--- config.mk ---
export PLATFORM = sky130hd
export DESIGN_NAME = vga_pattern_gen
export DESIGN_NICKNAME = d
export VERILOG_FILES = /design/src/rtl/vga_pattern_gen.sv
export SDC_FILE = /design/constraint.sdc
export NUM_CORES = 1
export LEC_CHECK = 0
export CAP_MARGIN = 30
export CORE_MARGIN = 2
export CORE_UTILIZATION = 34
export CTS_CLUSTER_DIAMETER = 30
export DETAILED_ROUTE_END_ITERATION = 16
export PLACE_DENSITY = 0.57
export SLEW_MARGIN = 30
export SYNTH_ARGS = -nofsm -noshare
export SYNTH_HDL_FRONTEND = slang
export SYNTH_SLANG_ARGS = --single-unit
--- constraint.sdc ---
create_clock -name clk -period 3.1 [get_ports clk]
set_clock_uncertainty 0.05 [all_clocks]
set_input_delay 0.465 -clock clk [delete_from_list [all_inputs] [get_ports clk]]
set_output_delay 0.465 -clock clk [all_outputs]
set_load 0.02 [all_outputs]
--- src/rtl/vga_pattern_gen.sv ---
// Pixel-colour stage behind the VGA timing generator: four test patterns, one-clock
// registered rgb, button-selected pattern that switches only at frame boundaries.
module vga_pattern_gen #(
  parameter int H_SIZE          = 800,
  parameter int V_SIZE          = 600,
  parameter int BOX_SIZE        = 32,
  parameter int DEBOUNCE_CYCLES = 500000
) (
  input  logic        clk,
  input  logic        reset,
  input  logic [10:0] h_count,
  input  logic [9:0]  v_count,
  input  logic        video_on,
  input  logic        frame_start,
  input  logic        mode_btn,
  output logic [2:0]  rgb,
  output logic [1:0]  mode
);

  localparam int          BAR_W  = H_SIZE / 8;
  localparam int          CNT_W  = $clog2(DEBOUNCE_CYCLES + 1);
  localparam logic [10:0] BX_MAX = 11'(H_SIZE - BOX_SIZE);
  localparam logic [9:0]  BY_MAX = 10'(V_SIZE - BOX_SIZE);

  logic [1:0]       sync_ff;
  logic             btn_state;
  logic [CNT_W-1:0] db_cnt;
  logic             accept;
  logic             press;
  logic [1:0]       pending_mode;

  logic [10:0] bx;
  logic [9:0]  by;
  logic        dx_neg;
  logic        dy_neg;

  logic [10:0] bar_idx;
  logic [2:0]  bar_rgb;
  logic [11:0] bx_end;
  logic [10:0] by_end;
  logic        in_box;
  logic [2:0]  pix;

  // A press is accepted on the clock where btn_state would rise.
  assign accept = (sync_ff[1] != btn_state) && (db_cnt == CNT_W'(DEBOUNCE_CYCLES - 1));
  assign press  = accept && sync_ff[1];

  always_ff @(posedge clk or negedge reset) begin
    if (!reset) begin
      sync_ff   <= 2'b00;
      btn_state <= 1'b0;
      db_cnt    <= '0;
    end else begin
      sync_ff <= {sync_ff[0], mode_btn};
      if (sync_ff[1] != btn_state) begin
        if (accept) begin
          btn_state <= sync_ff[1];
          db_cnt    <= '0;
        end else begin
          db_cnt <= db_cnt + 1'b1;
        end
      end else begin
        db_cnt <= '0;
      end
    end
  end

  // mode samples pending_mode before any same-clock press, so such a press waits a frame.
  always_ff @(posedge clk or negedge reset) begin
    if (!reset) begin
      pending_mode <= 2'd0;
      mode         <= 2'd0;
    end else begin
      if (press) pending_mode <= pending_mode + 2'd1;
      if (frame_start) mode <= pending_mode;
    end
  end

  always_ff @(posedge clk or negedge reset) begin
    if (!reset) begin
      bx     <= 11'd0;
      by     <= 10'd0;
      dx_neg <= 1'b0;
      dy_neg <= 1'b0;
    end else if (frame_start) begin
      if (!dx_neg && bx == BX_MAX) begin
        dx_neg <= 1'b1;
        bx     <= bx - 11'd1;
      end else if (dx_neg && bx == 11'd0) begin
        dx_neg <= 1'b0;
        bx     <= 11'd1;
      end else begin
        bx <= dx_neg ? bx - 11'd1 : bx + 11'd1;
      end
      if (!dy_neg && by == BY_MAX) begin
        dy_neg <= 1'b1;
        by     <= by - 10'd1;
      end else if (dy_neg && by == 10'd0) begin
        dy_neg <= 1'b0;
        by     <= 10'd1;
      end else begin
        by <= dy_neg ? by - 10'd1 : by + 10'd1;
      end
    end
  end

  assign bar_idx = h_count / 11'(BAR_W);
  assign bar_rgb = (bar_idx > 11'd7) ? 3'd7 : bar_idx[2:0];
  assign bx_end  = {1'b0, bx} + 12'(BOX_SIZE - 1);
  assign by_end  = {1'b0, by} + 11'(BOX_SIZE - 1);
  assign in_box  = ({1'b0, h_count} >= {1'b0, bx}) && ({1'b0, h_count} <= bx_end) &&
                   ({1'b0, v_count} >= {1'b0, by}) && ({1'b0, v_count} <= by_end);

  always_comb begin
    pix = 3'b000;
    if (video_on) begin
      case (mode)
        2'd0:    pix = bar_rgb;
        2'd1:    pix = {3{h_count[5] ^ v_count[5]}};
        2'd2:    pix = in_box ? 3'b111 : 3'b001;
        default: pix = v_count[8:6];
      endcase
    end
  end

  always_ff @(posedge clk or negedge reset) begin
    if (!reset) rgb <= 3'b000;
    else        rgb <= pix;
  end

endmodule

Yosys cells after proc, flatten, opt, wreduce, memory -nomap -nowiden
Cells that the tools add are included.

Reductions and logical operators: 19. Bitwise logic cells: 1. Order comparisons: 5. Multiplexer cells: 16. Add/sub/neg operators: 8. Div/mod/pow operators: 1. Equal/unequal tests: 6.

Operator list (count): $mux 19 (2); $mux 11 (3); $mux 10 (3); $add 19x1->19 const B (1); $eq 19x19->1 const B (1); $add 11x5->12 const B (1); $le 11x12->1 (1); $add 10x5->11 const B (1); $add 11x1->11 const B (1); $div 11x7->11 const B (1); $eq 11x10->1 const B (1); $ge 11x11->1 (1); $gt 11x3->1 const B (1); $le 10x11->1 (1); $logic_not 11->1 (1); $sub 11x1->11 const B (1); $add 10x1->10 const B (1); $eq 10x10->1 const B (1); $ge 10x10->1 (1); $logic_not 10->1 (1); $sub 10x1->10 const B (1); $logic_and 1x1->1 (9); $mux 3 (3); $pmux 3 s3 (1); 10 further kinds (17).

Input port bits: 26. Logic and storage cells: 66. Bits in registers: 52. Output and inout bits: 5.

Logic depth before layout (Yosys ltp)
Depth after elaboration: 8. Depth in mapped cells: 14. Depth with buffers taken out: 14.

Least setup slack after synthesis
No wires, ideal clock.

Path kind: flip-flop to flip-flop. From: register by[0]. To: register rgb[1]. Path buffers: 0. Required time: 2.926 ns. Data arrival time: 2.694 ns. Stages on the path, launching flop included: 14. Setup time: 0.124 ns. Clock period less this slack: 2.868 ns. Path slack: 0.232 ns. Cells stage by stage: dfrtp_1 > inv_1 > ha_1 > inv_1 > nor4_1 > nor2_1 > ha_1 > and3_1 > o21ai_0 > a31oi_1 > nor2_1 > nor3_1 > nor4_1 > o31a_1.

Cells in the longest elaborated chain, start to end: 6. Elaborated cells between the ends (all ways): 8. Classes of those cells: 1 x add/sub; 2 x order compare; 3 x mux; 2 x reduce/logical.

RTL lines: start: declaration (RTL line 33) `logic [9:0] by;`; start signal: assignment (RTL line 97) `by <= by - 10'd1;`; start signal: assignment (RTL line 102) `by <= dy_neg ? by - 10'd1 : by + 10'd1;`; $add 10x5->11 or $ge 10x10->1 (tied branches) (RTL line 110, 112); $le 10x11->1 or $logic_and 1x1->1 (tied branches) (RTL line 112, 111); $logic_and 1x1->1 (*) (RTL line 112) `({1'b0, v_count} >= {1'b0, by}) && ({1'b0, v_count} <= by_end);`; $mux 3 (*) (RTL line 120) `2'd2: pix = in_box ? 3'b111 : 3'b001;`; $pmux 3 s3 (*) (RTL line 117) `case (mode)`; $mux 3 (*) (RTL line 116) `if (video_on) begin`; via pix[1] (RTL line 42) `logic [2:0] pix;`; end signal: assignment (RTL line 128) `else rgb <= pix;`; end: declaration (RTL line 16) `output logic [2:0] rgb,`.

The timed path passes the listed nets; every way through them passes the cells marked *. A chain may end at the register's enable or synchronous reset.

Final worst setup path
From: register bx[0]. To: register rgb[1].

Cells in the longest elaborated chain, start to end: 8. Elaborated cells between the ends (all ways): 9. Classes of those cells: 1 x add/sub; 2 x order compare; 3 x mux; 3 x reduce/logical.

RTL lines: start: declaration (RTL line 32) `logic [10:0] bx;`; start signal: assignment (RTL line 88) `bx <= bx - 11'd1;`; start signal: assignment (RTL line 93) `bx <= dx_neg ? bx - 11'd1 : bx + 11'd1;`; $add 11x5->12 (RTL line 109) `assign bx_end = {1'b0, bx} + 12'(BOX_SIZE - 1);`; $le 11x12->1 (RTL line 111) `assign in_box = ({1'b0, h_count} >= {1'b0, bx}) && ({1'b0, h_count} <= bx_end) &&`; $logic_and 1x1->1 (*) (2 in a row) (RTL line 111); $logic_and 1x1->1 (*) (RTL line 112); $mux 3 (*) (RTL line 120); $pmux 3 s3 (*) (RTL line 117); $mux 3 (*) (RTL line 116); via pix[1] (RTL line 42).

Marks and branches as above.

==> results_dict.tcl <==
set metrics [dict create \
    status "completed" \
    dp_slack_ps -128 \
    place_area_sq_um 5390 \
    post-route-util 0.407 \
    h-tree-depth 2 \
    die_w_microns 122 \
    grt_max_degree 46 \
    end_kind "register" \
    max_freq_mhz 336 \
    cp-start-kind "register" \
    p_per_area_nw_per_um2 556 \
    ant_nets 0 \
    synth_cells 593 \
    synthArstFlopShare 1.00 \
    drc_errors 0 \
    crit_fanout 5 \
    ys_top_cells_by_area "dfrtp_1 (27%), ha_1 (13%), o21ai_0 (4.8%)" \
    ys_types 62 \
    peakVddDrop_mv 0.335 \
    syn_avg_cell_area_sq_um 7.99 \
    grt_pass1_vias 4544 \
    core-area_sq_um 13700 \
    vias_per_cell 5.53 \
    seq_area_sq_um 1300 \
    cts_buffers 5 \
    clock_path_buffers 2 \
    gp_congestion 0.846 \
    cap_viol_max_count 0 \
    required_ps 3240 \
    n_antenna_cell 0 \
    nFillCells 1403 \
    finalSetupViolations 0 \
    dp_hpwl_microns 9530 \
    cts_sinks 52 \
    wire_per_inst_microns 15.2 \
    ys.flop_type "dfrtp_1" \
    multiInputGateArea_sq_um 3240 \
    die_area_sq_um 14900 \
    drt_iter0_drc 232 \
    cts_tree "built" \
    worstMarginPinSlew_ps 614 \
    netlist_area_sq_um 4740 \
    io_pins 31 \
    path_class "register to register" \
    leakagePower_uw 0.00230 \
    dp.cells 802 \
    grt-ovfl-total 0 \
    hold_viol_final 0 \
    cts-root-buf "clkbuf_16" \
    post-route-cell-area_sq_um 5580 \
    drt_wl_total_microns 12300 \
    regToRegSetupSlack_ps 130 \
    ys_ff_latch 52 \
    grt.total_usage 0.176 \
    fin_hold_ws_ps 105 \
    final_nets 704 \
    die_height_microns 122 \
    instances_no_fill 810 \
    initial_core_util 0.345 \
    vias 4480 \
    clk_pin_slew_ps 70 \
    min_path_type "primary input to async pin" \
    synth_warnings 0 \
    antenna_found_initial 0 \
    syn_nets 667 \
    yosysTopAreaCell "dfrtp_1" \
    rows 43 \
    area_growth_pct 17.9 \
    ys_seq_area_frac 0.275 \
    grt_pass1_wl_microns 21300 \
    layout_min_cycle_time_ps 2970 \
    synth_edf_count 0 \
    relSlewSlack 0.590 \
    hold_buffers 0 \
    netlist.area_leader.share 0.275 \
    maxSlewViolCount 0 \
    drt_first_pass_iters 4 \
    cp_data_arrival_time_ps 3110 \
    fin_crit_sh 0.960 \
    io_buffers 30 \
    drive_above_1_share 0.102 \
    clk_latency_ps 300 \
    setup_ws_ps 125 \
]
==> cell families (layout without fill, tap and decap cells) <==
family	after synthesis	in the layout	share of synthesized area
multiplexers	9	9	0.0203
adder cells (fa/ha/maj)	49	49	0.129
AO/OA/AOI/OAI	164	164	0.219
XOR/XNOR	39	39	0.0721
buffers and inverters	59	96	0.0491
AND/OR/NAND/NOR	221	221	0.236
flip-flops	52	52	0.275
==> synth_stat cells, drive strengths merged, types with 11 or more instances <==
master and count:
clkbuf 25, inv 29, o21ai 46, nor2 51, nor3 19, a21oi 42, dfrtp 52, nand2 51
nor2b 11, nand3 27, ha 48, xnor2 25, xor2 14
==> cell usage in the layout, fill, tap and decap left out, types with 7 or more instances in the layout <==
cell type        Yosys  routed
o22ai_1              7       7
a31oi_1              7       7
clkdlybuf4s50_1      0      29
a21o_1               7       7
xor2_1              14      14
ha_1                48      47
o21a_1               7       7
buf_4                0      27
nor2b_1             11      11
nor3_1              19      16
nor2_1              51      51
o21ai_0             45      45
xnor2_1             25      25
nand4_1             10      10
nand2b_1            10      10
nand3_1             27      27
a21oi_1             42      42
nand2_1             50      49
inv_1               29      27
nor4_1               9       8
dfrtp_1             52      50
==> worst paths after layout <==
check | from | end | cells after the start
setup / recovery | bx[0] | rgb[1] | 13
hold / removal | reset | bx[4] | 1
setup reg to reg | bx[0] | rgb[1] | 13
hold reg to reg | sync_ff[0] | sync_ff[1] | 0
max in group asynchronous | reset | db_cnt[18] | 2
min in group clk | sync_ff[0] | sync_ff[1] | 0
==> flip-flops by register name (all words and copies together), names as in the netlist, 2 cells and up <==
register      cells
by               10
bx               11
mode              2
pending_mode      2
sync_ff           2
db_cnt           19
rgb               3
==> final cells by class <==
type,instances,area share
well taps,180,0.0403
clock inverters,1,0.00157
flip-flops and latches,52,0.233
clock buffers,6,0.0249
repair buffers,59,0.0990
multi-input cells,482,0.581
inverters,30,0.0202
==> per-layer routing <==
| metal | vias to the layer above | share of wire | track usage |
|---|---|---|---|
| li1 | 2229 | - | - |
| met1 | 2146 | 0.46 | 0.225 |
| met5 | - | 0 | 0 |
| met3 | 19 | 0.037 | 0.0276 |
| met4 | 0 | 0.022 | 0.0625 |
| met2 | 86 | 0.48 | 0.300 |
==> critical path: stages (launching register included) <==
cell     delay [ps]
dfrtp_2         450
inv_1            90
ha_1            180
or4b_4          510
nand2_2         100
nor2_1           50
xnor2_1         120
ha_1            310
nand3_1         110
o31ai_2         190
o311a_1         210
nor4_2           50
buf_4           140
o31a_1          300
==> per-stage QoR <==
| step | setup TNS, ps | power (uW) |
|---|---|---|
| 6_report | 0 | 3100 |
| 3_5_place_dp | -244 | 2500 |
| 4_1_cts | 0 | 3090 |
| 3_3_place_gp | 0 | 2450 |
| 2_1_floorplan | 0 | 2030 |
| 5_1_grt | -13.5 | 3400 |
==> power by group <==
part | switching [uW] | internal (uW) | leakage [uW] | total (uW)
clock | 252 | 319 | 0.0000729 | 570
combinational | 838 | 700 | 0.00155 | 1540
sequential | 201 | 796 | 0.000673 | 997
total | 1290 | 1810 | 0.00230 | 3100
==> timing repair <==
action	in CTS	in global routing
setup buffers	0	1
gates resized for setup	0	15
endpoints found under the setup margin	0	8
Note: power is estimated with default switching activity, not from simulation.
